===== config.mk =====
export PLATFORM = sky130hd
export DESIGN_NAME = wca_iq_sample_packer
export DESIGN_NICKNAME = d
export VERILOG_FILES = /design/src/rtl/wca_packer_pkg.sv /design/src/rtl/wca_sync_fifo.sv /design/src/rtl/wca_iq_sample_packer.sv
export SDC_FILE = /design/constraint.sdc
export NUM_CORES = 1
export LEC_CHECK = 0
export ABC_AREA = 1
export BUFFER_PORTS_ARGS = -buffer_cell sky130_fd_sc_hd__buf_4
export CORE_UTILIZATION = 34
export CTS_CLUSTER_SIZE = 40
export DETAILED_ROUTE_END_ITERATION = 16
export PLACE_DENSITY = 0.5
export SKIP_CTS_REPAIR_TIMING = 1
export SLEW_MARGIN = 10
export SYNTH_ARGS = -nofsm -noshare
export SYNTH_HDL_FRONTEND = slang
export SYNTH_SLANG_ARGS = --single-unit

===== constraint.sdc =====
create_clock -name clock -period 9.2 [get_ports clock]
set_input_delay 1.84 -clock clock [delete_from_list [all_inputs] [get_ports clock]]
set_output_delay 1.84 -clock clock [all_outputs]
set_load 0.1 [all_outputs]

===== src/rtl/wca_packer_pkg.sv =====
// Shared types and constants for the IQ sample packer.
// The packer FSM states, the sat8 rounding constants, word widths and the
// debug struct that exposes the FSM state and FIFO fill level.
package wca_packer_pkg;

    localparam int SAMPLE_W = 32;
    localparam int WORD_W   = 16;
    localparam int HALF_W   = 8;
    // Wide enough for a fill count up to the largest supported depth (256).
    localparam int COUNT_W  = 9;

    localparam logic [16:0]       SAT8_ROUND = 17'h0_0080;
    localparam logic [HALF_W-1:0] SAT8_MAX   = 8'h7F;

    typedef enum logic [1:0] {
        S_LOAD  = 2'd0,
        S_WORD0 = 2'd1,
        S_WORD1 = 2'd2
    } packer_state_t;

    typedef struct packed {
        packer_state_t      state;
        logic               mode;
        logic [COUNT_W-1:0] fifo_count;
    } packer_dbg_t;

    // Round a 16-bit two's complement value to its top byte.
    // Only the positive side can overflow the signed byte range.
    function automatic logic [HALF_W-1:0] sat8(input logic [WORD_W-1:0] x);
        logic [16:0]       s;
        logic [HALF_W-1:0] r;
        s = {x[15], x} + SAT8_ROUND;
        if (!s[16] && s[15]) begin
            r = SAT8_MAX;
        end else begin
            r = s[15:8];
        end
        return r;
    endfunction

endpackage


===== src/rtl/wca_sync_fifo.sv =====
// Single-clock FIFO with synchronous clear.
// Push while full is ignored unless a pop happens in the same cycle; pop
// while empty is ignored. rdata always shows the head entry.
module wca_sync_fifo #(
    parameter int WIDTH = 32,
    parameter int DEPTH = 16
) (
    input  logic                   clock,
    input  logic                   reset,
    input  logic                   clear,
    input  logic                   push,
    input  logic [WIDTH-1:0]       wdata,
    input  logic                   pop,
    output logic [WIDTH-1:0]       rdata,
    output logic                   full,
    output logic                   empty,
    output logic [$clog2(DEPTH):0] count
);

    localparam int AW = $clog2(DEPTH);
    localparam logic [AW:0]   FULL_CNT = (AW+1)'(DEPTH);
    localparam logic [AW:0]   CNT_ONE  = (AW+1)'(1);
    localparam logic [AW-1:0] PTR_ONE  = AW'(1);

    logic [WIDTH-1:0] mem [DEPTH];
    logic [AW-1:0]    wr_ptr;
    logic [AW-1:0]    rd_ptr;
    logic             push_ok;
    logic             pop_ok;

    assign full    = (count == FULL_CNT);
    assign empty   = (count == '0);
    assign pop_ok  = pop & ~empty;
    assign push_ok = push & (~full | pop_ok);
    assign rdata   = mem[rd_ptr];

    // Storage write; stale entries are invisible because count gates them.
    always_ff @(posedge clock) begin
        if (push_ok) begin
            mem[wr_ptr] <= wdata;
        end
    end

    // Pointers and fill count; clear empties the FIFO like reset does.
    always_ff @(posedge clock) begin
        if (reset || clear) begin
            wr_ptr <= '0;
            rd_ptr <= '0;
            count  <= '0;
        end else begin
            if (push_ok) wr_ptr <= wr_ptr + PTR_ONE;
            if (pop_ok)  rd_ptr <= rd_ptr + PTR_ONE;
            case ({push_ok, pop_ok})
                2'b10:   count <= count + CNT_ONE;
                2'b01:   count <= count - CNT_ONE;
                default: count <= count;
            endcase
        end
    end

endmodule


===== src/rtl/wca_iq_sample_packer.sv =====
// IQ sample packer: buffers strobed 32-bit {Q,I} samples and emits them to
// the host as 16-bit words (I then Q) or one saturated 8+8-bit word.
// Optional build macro WCA_PACKER_OVF_COUNT_EN adds a saturating count of
// dropped samples on ovf_count; without it ovf_count reads zero.
//
// Output handshake: a word transfers on a rising edge where dvalid and dready
// are both high; while dvalid is high and dready low, dout and dfirst hold and
// dvalid stays high (only reset or aclr may withdraw it).
module wca_iq_sample_packer
    import wca_packer_pkg::*;
#(
    parameter int FIFO_DEPTH = 16
) (
    input  logic                clock,
    input  logic                reset,
    input  logic                enable,
    input  logic                aclr,
    input  logic                mode8,
    input  logic                dstrobe_in,
    input  logic [SAMPLE_W-1:0] iq_in,
    output logic [WORD_W-1:0]   dout,
    output logic                dfirst,
    output logic                dvalid,
    input  logic                dready,
    output logic                overflow,
    output logic [7:0]          ovf_count,
    output packer_dbg_t         dbg
);

    localparam int CW = $clog2(FIFO_DEPTH) + 1;

    packer_state_t       state_q, state_d;
    logic [SAMPLE_W-1:0] sample_q;
    logic                mode_q;
    logic                fifo_push;
    logic                fifo_pop;
    logic                fifo_full;
    logic                fifo_empty;
    logic [SAMPLE_W-1:0] fifo_rdata;
    logic [CW-1:0]       fifo_count;
    logic                dropped;

    // A strobe coincident with aclr is discarded: clear wins.
    assign fifo_push = dstrobe_in & enable & ~aclr;
    assign dropped   = fifo_push & fifo_full & ~fifo_pop;

    wca_sync_fifo #(
        .WIDTH (SAMPLE_W),
        .DEPTH (FIFO_DEPTH)
    ) u_fifo (
        .clock (clock),
        .reset (reset),
        .clear (aclr),
        .push  (fifo_push),
        .wdata (iq_in),
        .pop   (fifo_pop),
        .rdata (fifo_rdata),
        .full  (fifo_full),
        .empty (fifo_empty),
        .count (fifo_count)
    );

    // Next state and pop decision; a pop always reloads the holding register.
    always_comb begin
        state_d  = state_q;
        fifo_pop = 1'b0;
        case (state_q)
            S_LOAD: begin
                if (!fifo_empty) begin
                    fifo_pop = 1'b1;
                    state_d  = S_WORD0;
                end
            end
            S_WORD0: begin
                if (dready) begin
                    if (!mode_q) begin
                        state_d = S_WORD1;
                    end else if (!fifo_empty) begin
                        fifo_pop = 1'b1;
                    end else begin
                        state_d = S_LOAD;
                    end
                end
            end
            S_WORD1: begin
                if (dready) begin
                    if (!fifo_empty) begin
                        fifo_pop = 1'b1;
                        state_d  = S_WORD0;
                    end else begin
                        state_d = S_LOAD;
                    end
                end
            end
            default: state_d = S_LOAD;
        endcase
    end

    // FSM state, holding register, latched packing mode and sticky overflow.
    always_ff @(posedge clock) begin
        if (reset || aclr) begin
            state_q  <= S_LOAD;
            sample_q <= '0;
            mode_q   <= 1'b0;
            overflow <= 1'b0;
        end else begin
            state_q <= state_d;
            if (fifo_pop) begin
                sample_q <= fifo_rdata;
                mode_q   <= mode8;
            end
            if (dropped) begin
                overflow <= 1'b1;
            end
        end
    end

    // Output word selection from the held sample and current state.
    always_comb begin
        dout   = '0;
        dfirst = 1'b0;
        case (state_q)
            S_WORD0: begin
                dfirst = 1'b1;
                if (mode_q) begin
                    dout = {sat8(sample_q[31:16]), sat8(sample_q[15:0])};
                end else begin
                    dout = sample_q[15:0];
                end
            end
            S_WORD1: dout = sample_q[31:16];
            default: dout = '0;
        endcase
    end

    assign dvalid = (state_q != S_LOAD);

`ifdef WCA_PACKER_OVF_COUNT_EN
    logic [7:0] drop_cnt_q;

    // Saturating count of dropped samples.
    always_ff @(posedge clock) begin
        if (reset || aclr) begin
            drop_cnt_q <= '0;
        end else if (dropped && (drop_cnt_q != 8'hFF)) begin
            drop_cnt_q <= drop_cnt_q + 8'd1;
        end
    end

    assign ovf_count = drop_cnt_q;
`else
    assign ovf_count = '0;
`endif

    assign dbg.state      = state_q;
    assign dbg.mode       = mode_q;
    assign dbg.fifo_count = COUNT_W'(fifo_count);

endmodule


==> impl_metrics.prom, run 1 <==
# TYPE chip_impl_metric gauge
chip_impl_info{name="run_status",value="complete, no violations"} 1
chip_impl_metric{name="num_rows",unit=""} 94
chip_impl_metric{name="dr_total_vias",unit=""} 14500
chip_impl_metric{name="finalCriticalPeriod",unit="ns"} 4.77
chip_impl_metric{name="timing.critical_path.required",unit="ns"} 7.36
chip_impl_info{name="mostFrequentLayoutCell",value="edfxtp_1"} 1
chip_impl_metric{name="worstPathMaxFanout",unit=""} 26
chip_impl_metric{name="grt_pass1_vias",unit=""} 14400
chip_impl_metric{name="final_layout_size_suffix_gt1_share",unit="%"} 12.0
chip_impl_info{name="timing.critical_path.from_type",value="flip-flop"} 1
chip_impl_info{name="worst_setup_path_end_kind",value="output port"} 1
chip_impl_metric{name="yosys.cell_types.count",unit=""} 35
chip_impl_metric{name="hold_viol",unit=""} 0
chip_impl_metric{name="fp.dieW",unit="µm"} 260
chip_impl_metric{name="first_pass_grt_wire_length",unit="µm"} 93300
chip_impl_info{name="hold_path.class",value="flip-flop to flip-flop"} 1
chip_impl_info{name="synth.top_cells.by_area",value="edfxtp_1 (68%), o21ai_0 (6.7%), nor2_1 (5.0%), o221ai_1 (5.0%), dfxtp_1 (4.3%)"} 1
chip_impl_metric{name="setup_tns_after_final_layout",unit="ns"} 0
chip_impl_metric{name="avgSynthCellArea",unit="µm²"} 12.9
chip_impl_metric{name="clk_transition_reported_paths",unit="ns"} 0.06
chip_impl_metric{name="core-area",unit="µm²"} 65700
chip_impl_metric{name="pins_over_slew_limit",unit=""} 0
chip_impl_info{name="final_cell_mix",value="edfxtp_1 (512), o21ai_0 (304), nor2_1 (286)"} 1
chip_impl_metric{name="yosysSeqAreaShare",unit="%"} 72.4
chip_impl_metric{name="cap_violations",unit=""} 0
chip_impl_metric{name="cell_count_after_placement",unit=""} 2583
chip_impl_metric{name="drt.antenna.violating_nets",unit=""} 0
chip_impl_info{name="tritoncts",value="yes"} 1
chip_impl_metric{name="place.port_buffers",unit=""} 65
chip_impl_metric{name="antenna_found_initial",unit=""} 3
chip_impl_info{name="worstSetupPathType",value="flip-flop to output port"} 1
chip_impl_metric{name="cts-buffers-inserted",unit=""} 59
chip_impl_metric{name="initial_cell_density_of_the_core",unit="%"} 34.4
chip_impl_metric{name="clock-skew-final",unit="ns"} 0.0146
chip_impl_metric{name="grt_overflow_total",unit=""} 0
chip_impl_metric{name="vias_per_cell",unit=""} 5.38
chip_impl_metric{name="drt_first_pass_iters",unit=""} 5
chip_impl_metric{name="place_worst_setup_slack",unit="ns"} 4.89
chip_impl_metric{name="tightestPinTransition",unit="ns"} 0.991
chip_impl_metric{name="netlist_area_before_placement",unit="µm²"} 22600
chip_impl_metric{name="finalCoreUtilization",unit="%"} 39.3
chip_impl_metric{name="final_cells",unit=""} 2693
chip_impl_metric{name="area_growth",unit="%"} 14.3
chip_impl_metric{name="period_share",unit="%"} 51.8
chip_impl_info{name="rsz0062_at_grt",value="false"} 1
chip_impl_metric{name="numClockSinks",unit=""} 561
chip_impl_metric{name="worst_skew_pair.late_latency",unit="ns"} 0.61
chip_impl_metric{name="max_clock_freq",unit="GHz"} 0.210
chip_impl_metric{name="synthesis.instances",unit=""} 1750
chip_impl_metric{name="nNetsFinal",unit=""} 1834
chip_impl_metric{name="netlist.area_leader.share",unit="%"} 68.1
chip_impl_metric{name="leakage",unit="nW"} 8.21
chip_impl_metric{name="ys_warn_count",unit=""} 0
chip_impl_metric{name="post_dr_wirelength_cell",unit="µm"} 23.0
chip_impl_metric{name="synth_seq_cells",unit=""} 561
chip_impl_metric{name="floorplan.die_area",unit="µm²"} 67500
chip_impl_metric{name="gr-usage-all-layers",unit="%"} 18.4
chip_impl_metric{name="die_height",unit="µm"} 260
chip_impl_metric{name="cellPowerDensity",unit="nW/µm²"} 270
chip_impl_info{name="netlist.top_cell.by_area",value="edfxtp_1"} 1
chip_impl_info{name="ctsRootBufferMaster",value="clkbuf_16"} 1
chip_impl_metric{name="finalHoldWorstSlack",unit="ns"} 0.498
chip_impl_metric{name="place.detailed.hpwl",unit="µm"} 34600
chip_impl_metric{name="multi_input_area",unit="µm²"} 5530
chip_impl_metric{name="dpl-instance-area",unit="µm²"} 23900
chip_impl_metric{name="cp_data_arrival_time",unit="ns"} 2.93
chip_impl_metric{name="cts.htree.levels",unit=""} 2
chip_impl_metric{name="setup_violations",unit=""} 0
chip_impl_metric{name="fillCellCount",unit=""} 6168
chip_impl_metric{name="slew_headroom",unit="%"} 34.0
chip_impl_metric{name="power.ir.vdd_worst",unit="µV"} 225
chip_impl_metric{name="grt_start_max_net_pins",unit=""} 87
chip_impl_metric{name="drt_iter0_drc",unit=""} 1227
chip_impl_metric{name="post_route_design_area",unit="µm²"} 25800
chip_impl_metric{name="drt_drc",unit=""} 0
chip_impl_metric{name="final-seq-area",unit="µm²"} 16400
chip_impl_metric{name="drt-total-wl",unit="µm"} 62000
chip_impl_metric{name="clockBufferDepth",unit=""} 3
chip_impl_metric{name="top_level_ports",unit=""} 78
chip_impl_metric{name="place_congestion",unit=""} 0.793
chip_impl_metric{name="final.setup.worst_slack",unit="ns"} 4.43
chip_impl_metric{name="final_power",unit="mW"} 6.97
logic make-up (layout without fill, tap and decap cells):
logic type	after synthesis	after routing	share of synthesized area, %
flip-flops	561	561	72.4
AO/OA/AOI/OAI	513	513	13.8
AND/OR/NAND/NOR	466	466	8.44
buffers and inverters	179	246	3.88
adder cells (fa/ha/maj)	15	15	0.864
XOR/XNOR	15	15	0.582
other	1	13	0.0166
synthesized netlist by cell type:
cell type,n
a211oi_1,1
a21o_1,4
a21oi_1,38
a31oi_1,34
buf_1,8
buf_2,27
buf_4,20
buf_6,12
clkbuf_1,68
clkbuf_2,3
clkinv_1,1
conb_1,1
dfxtp_1,49
edfxtp_1,512
fa_1,1
ha_1,14
inv_1,37
inv_2,2
inv_4,1
nand2_1,60
nand2_2,4
nand2_4,1
nand3_1,90
nand3_2,1
nand4_1,4
nor2_1,303
nor2_2,2
nor3_2,1
o211ai_1,2
o211ai_2,1
o21ai_0,304
o221ai_1,128
o22a_1,1
xnor2_1,5
xor2_1,10
power breakdown:
part           internal, mW  leakage [nW]  switching (mW)
logic                 0.395          2.25            1.13
registers              2.86          5.01           0.169
clock network          1.45         0.958           0.973
final timing paths:
check                                 from                        to  slack, ns  cells past startpoint
max reg2reg  u_fifo.rd_ptr[0]$_SDFFE_PP0P_  sample_q[5]$_SDFFE_PP0N_       5.34                      7
max                    mode_q$_SDFFE_PP0N_                  dout[10]       4.43                      5
min                  overflow$_SDFFE_PP0P_     overflow$_SDFFE_PP0P_       0.50                      2
min reg2reg          overflow$_SDFFE_PP0P_     overflow$_SDFFE_PP0P_       0.50                      2
state kept, by name, indices dropped and copies added, names as in the netlist:
name / count
u_fifo.count: 5
u_fifo.rd_ptr: 4
u_fifo.wr_ptr: 4
overflow: 1
sample_q: 32
u_fifo.mem: 512
state_q: 2
mode_q: 1
metal layers:
layer / share of wire (%) / track usage (%) / vias to the layer above
met5: 0 / 0 / -
met4: 2.0 / 4.87 / 0
met3: 4.9 / 2.72 / 89
met2: 46 / 29.1 / 393
met1: 47 / 26.3 / 7362
li1: - / - / 6632
worst max-delay path: stages (launching register included):
cell and delay [ns]:
dfxtp_1 0.92, inv_1 0.44, a21oi_1 0.38, nand2_1 0.10, a21oi_1 0.16, buf_4 0.32
final cells by class:
type / count / share of cell area [%]
Sequential cell: 561 / 63.4
Multi-Input combinational cell: 1021 / 21.4
Clock buffer: 84 / 6.43
Tap cell: 864 / 4.19
Timing Repair Buffer: 96 / 2.79
Clock inverter: 25 / 1.20
Inverter: 41 / 0.620
Antenna cell: 1 / 0.00969
Note: power is estimated with default switching activity, not from simulation.
==> run 2, diff against run 1 <==
--- a/config.mk
+++ b/config.mk
@@ -10,7 +10,7 @@
 export CORE_UTILIZATION = 34
 export CTS_CLUSTER_SIZE = 40
 export DETAILED_ROUTE_END_ITERATION = 16
-export PLACE_DENSITY = 0.5
+export PLACE_DENSITY = 0.52
 export SKIP_CTS_REPAIR_TIMING = 1
 export SLEW_MARGIN = 10
 export SYNTH_ARGS = -nofsm -noshare
==> constraint.sdc (replaced) <==
create_clock -name clock -period 4.3 [get_ports clock]
set_input_delay 0.86 -clock clock [delete_from_list [all_inputs] [get_ports clock]]
set_output_delay 0.86 -clock clock [all_outputs]
set_load 0.1 [all_outputs]
==> run 2 against run 1 <==
Against the previous run: power up 110%; critical endpoint is now dout[8]; flip-flop and latch count unchanged; non-clock buffer count up 4; sequential power up 110%; combinational power up 130%; clock power up 94%; routed wire length up 0.52%; hold slack worse by 0.011 ns; the run now ends with design-rule violations left; sequential share of layout area up 0.065 points; register-to-register slack worse by 4.3 ns; first-iteration DRC count up 10%; clock-buffer cell count down 11.
==> impl_metrics.prom, run 2 (same netlist as run 1, synthesis figures left out) <==
# TYPE chip_impl_metric gauge
chip_impl_metric{name="final_layout_size_suffix_gt1_share",unit="%"} 12.8
chip_impl_metric{name="num_rows",unit=""} 94
chip_impl_metric{name="max_clock_freq",unit="GHz"} 0.284
chip_impl_info{name="source_of_the_worst_register_to_register_timing_path",value="state_q[0]$_SDFFE_PP0P_"} 1
chip_impl_metric{name="largest_reg_flops",unit=""} 512
chip_impl_metric{name="drt-total-wl",unit="µm"} 62300
chip_impl_info{name="timing.critical_path.from_type",value="flip-flop"} 1
chip_impl_metric{name="cellPowerDensity",unit="nW/µm²"} 563
chip_impl_metric{name="final.setup.worst_slack",unit="ns"} 0.776
chip_impl_metric{name="gr-usage-all-layers",unit="%"} 18.3
chip_impl_metric{name="multi_input_area",unit="µm²"} 5590
chip_impl_metric{name="grt_overflow_total",unit=""} 0
chip_impl_info{name="min-delay-start",value="overflow$_SDFFE_PP0P_"} 1
chip_impl_metric{name="floorplan.die_area",unit="µm²"} 67500
chip_impl_info{name="final_cell_mix",value="edfxtp_1 (512), o21ai_0 (304), nor2_1 (286)"} 1
chip_impl_metric{name="grt_start_max_net_pins",unit=""} 185
chip_impl_info{name="ctsRootBufferMaster",value="clkbuf_16"} 1
chip_impl_info{name="hold_path.class",value="flip-flop to flip-flop"} 1
chip_impl_info{name="worst_setup_path_end_kind",value="output port"} 1
chip_impl_metric{name="antenna_found_initial",unit=""} 2
chip_impl_metric{name="setup_violations",unit=""} 0
chip_impl_metric{name="drt_iter0_drc",unit=""} 1350
chip_impl_metric{name="leakage",unit="nW"} 8.17
chip_impl_metric{name="grt_pass1_vias",unit=""} 13900
chip_impl_info{name="worstSetupPathType",value="flip-flop to output port"} 1
chip_impl_metric{name="fillCellCount",unit=""} 6158
chip_impl_metric{name="drt_drc",unit=""} 2
chip_impl_info{name="rr_endpoint",value="u_fifo.mem[9][23]$_DFFE_PP_"} 1
chip_impl_info{name="rsz0062_at_grt",value="false"} 1
chip_impl_metric{name="slew_headroom",unit="%"} 29.2
chip_impl_metric{name="dr_total_vias",unit=""} 14600
chip_impl_metric{name="final-seq-area",unit="µm²"} 16400
chip_impl_metric{name="clock-skew-final",unit="ns"} 0.0217
chip_impl_metric{name="cp_data_arrival_time",unit="ns"} 2.66
chip_impl_metric{name="cell_count_after_placement",unit=""} 2587
chip_impl_metric{name="period_share",unit="%"} 81.9
chip_impl_metric{name="r2r_cells",unit=""} 11
chip_impl_metric{name="area_growth",unit="%"} 14.2
chip_impl_metric{name="cap_violations",unit=""} 0
chip_impl_metric{name="cts.htree.levels",unit=""} 2
chip_impl_metric{name="clk_transition_reported_paths",unit="ns"} 0.06
chip_impl_metric{name="fp.dieW",unit="µm"} 260
chip_impl_metric{name="cts-buffers-inserted",unit=""} 59
chip_impl_info{name="registers.top_by_ff_count",value="u_fifo.mem"} 1
chip_impl_metric{name="reg2reg_setup_slack",unit="ns"} 1.01
chip_impl_metric{name="clockBufferDepth",unit=""} 3
chip_impl_metric{name="drt.antenna.violating_nets",unit=""} 0
chip_impl_info{name="run_status",value="complete, but fails checks"} 1
chip_impl_metric{name="worstPathMaxFanout",unit=""} 7
chip_impl_metric{name="final_cells",unit=""} 2697
chip_impl_metric{name="vias_per_cell",unit=""} 5.40
chip_impl_metric{name="power.ir.vdd_worst",unit="µV"} 369
chip_impl_metric{name="worst_skew_pair.late_latency",unit="ns"} 0.62
chip_impl_metric{name="place.port_buffers",unit=""} 65
chip_impl_metric{name="first_pass_grt_wire_length",unit="µm"} 92700
chip_impl_metric{name="finalCoreUtilization",unit="%"} 39.2
chip_impl_info{name="mostFrequentLayoutCell",value="edfxtp_1"} 1
chip_impl_metric{name="post_dr_wirelength_cell",unit="µm"} 23.1
chip_impl_metric{name="hold_viol",unit=""} 0
chip_impl_metric{name="nNetsFinal",unit=""} 1838
chip_impl_info{name="failed_checks",value="design-rule violations"} 1
chip_impl_metric{name="core-area",unit="µm²"} 65700
chip_impl_metric{name="timing.critical_path.required",unit="ns"} 3.44
chip_impl_metric{name="drt_first_pass_iters",unit=""} 11
chip_impl_metric{name="initial_cell_density_of_the_core",unit="%"} 34.4
chip_impl_metric{name="min_delay_path_depth",unit=""} 2
chip_impl_metric{name="die_height",unit="µm"} 260
chip_impl_metric{name="place_worst_setup_slack",unit="ns"} 0.987
chip_impl_metric{name="place.detailed.hpwl",unit="µm"} 36600
chip_impl_metric{name="tightestPinTransition",unit="ns"} 1.06
chip_impl_metric{name="pins_over_slew_limit",unit=""} 0
chip_impl_metric{name="numClockSinks",unit=""} 561
chip_impl_metric{name="setup_tns_after_final_layout",unit="ns"} 0
chip_impl_info{name="hold_critical_path_endpoint",value="overflow$_SDFFE_PP0P_"} 1
chip_impl_info{name="layout_top_registers",value="u_fifo.mem (512), sample_q (32), u_fifo.count (5)"} 1
chip_impl_info{name="tritoncts",value="yes"} 1
chip_impl_metric{name="top_level_ports",unit=""} 78
chip_impl_metric{name="place_congestion",unit=""} 0.818
chip_impl_metric{name="finalCriticalPeriod",unit="ns"} 3.52
## run 2: cell count changes in the layout (fill, tap and decap cells not counted), moves of 6 or more
cell       delta
a21oi_1      -16
a21oi_2      +16
clkinv_1      +9
clkbuf_8      -8
buf_12        +7
clkinv_2      +7
bufinv_16     -6
## run 2: per-stage QoR
stage          hold slack (ns)  instance area [µm²]  total power, mW
5_1_grt                  0.522                25800             15.2
2_1_floorplan            0.471                22700             8.97
3_5_place_dp             0.477                24000             9.96
3_3_place_gp             0.472                24000             9.93
4_1_cts                  0.492                25800             14.6
6_report                 0.487                25800             14.5
## run 2: worst max-delay path, stage by stage (launching register included)
cell     delay (ns)
dfxtp_1        0.41
ha_1           0.21
nand3_1        0.11
nor2_1         0.16
nand4_1        0.15
xnor2_1        0.21
nand2_2        0.13
a21o_1         0.19
a21oi_2        0.14
buf_4          0.32
## run 2: how the worst max path moves through the flow
stage | depth (start not counted) | startpoint | slack, ns | end
6_report | 9 | sample_q[23]$_SDFFE_PP0N_ | 0.78 | dout[8]
5_1_grt | 9 | sample_q[24]$_SDFFE_PP0N_ | 0.56 | dout[8]
4_1_cts | 9 | sample_q[24]$_SDFFE_PP0N_ | 0.74 | dout[8]
3_5_place_dp | 11 | state_q[0]$_SDFFE_PP0P_ | 0.99 | u_fifo.mem[9][26]$_DFFE_PP_
3_3_place_gp | 12 | dready | 1.10 | u_fifo.mem[9][24]$_DFFE_PP_
2_1_floorplan | 6 | state_q[0]$_SDFFE_PP0P_ | 0.08 | dout[10]
## run 2: final cells by class
cell class                      instances  area share (%)
Inverter                               41           0.621
Multi-Input combinational cell       1021            21.7
Sequential cell                       561            63.4
Antenna cell                            1         0.00970
Timing Repair Buffer                  100            3.25
Clock inverter                         36           0.868
Tap cell                              864            4.19
Clock buffer                           73            5.97
## run 2: where the power goes
group | total, mW | internal [mW] | switching, mW
Combinational | 3.48 | 0.908 | 2.57
Sequential | 6.36 | 6.11 | 0.248
Clock | 4.69 | 2.59 | 2.10
Total | 14.5 | 9.61 | 4.92
## run 2: per-layer routing
layer | share of wire [%] | track usage [%] | up-vias
met2 | 46 | 28.2 | 500
met3 | 6.6 | 3.04 | 79
met5 | 0 | 0 | -
li1 | - | - | 6639
met4 | 1.7 | 4.18 | 0
met1 | 46 | 26.9 | 7359
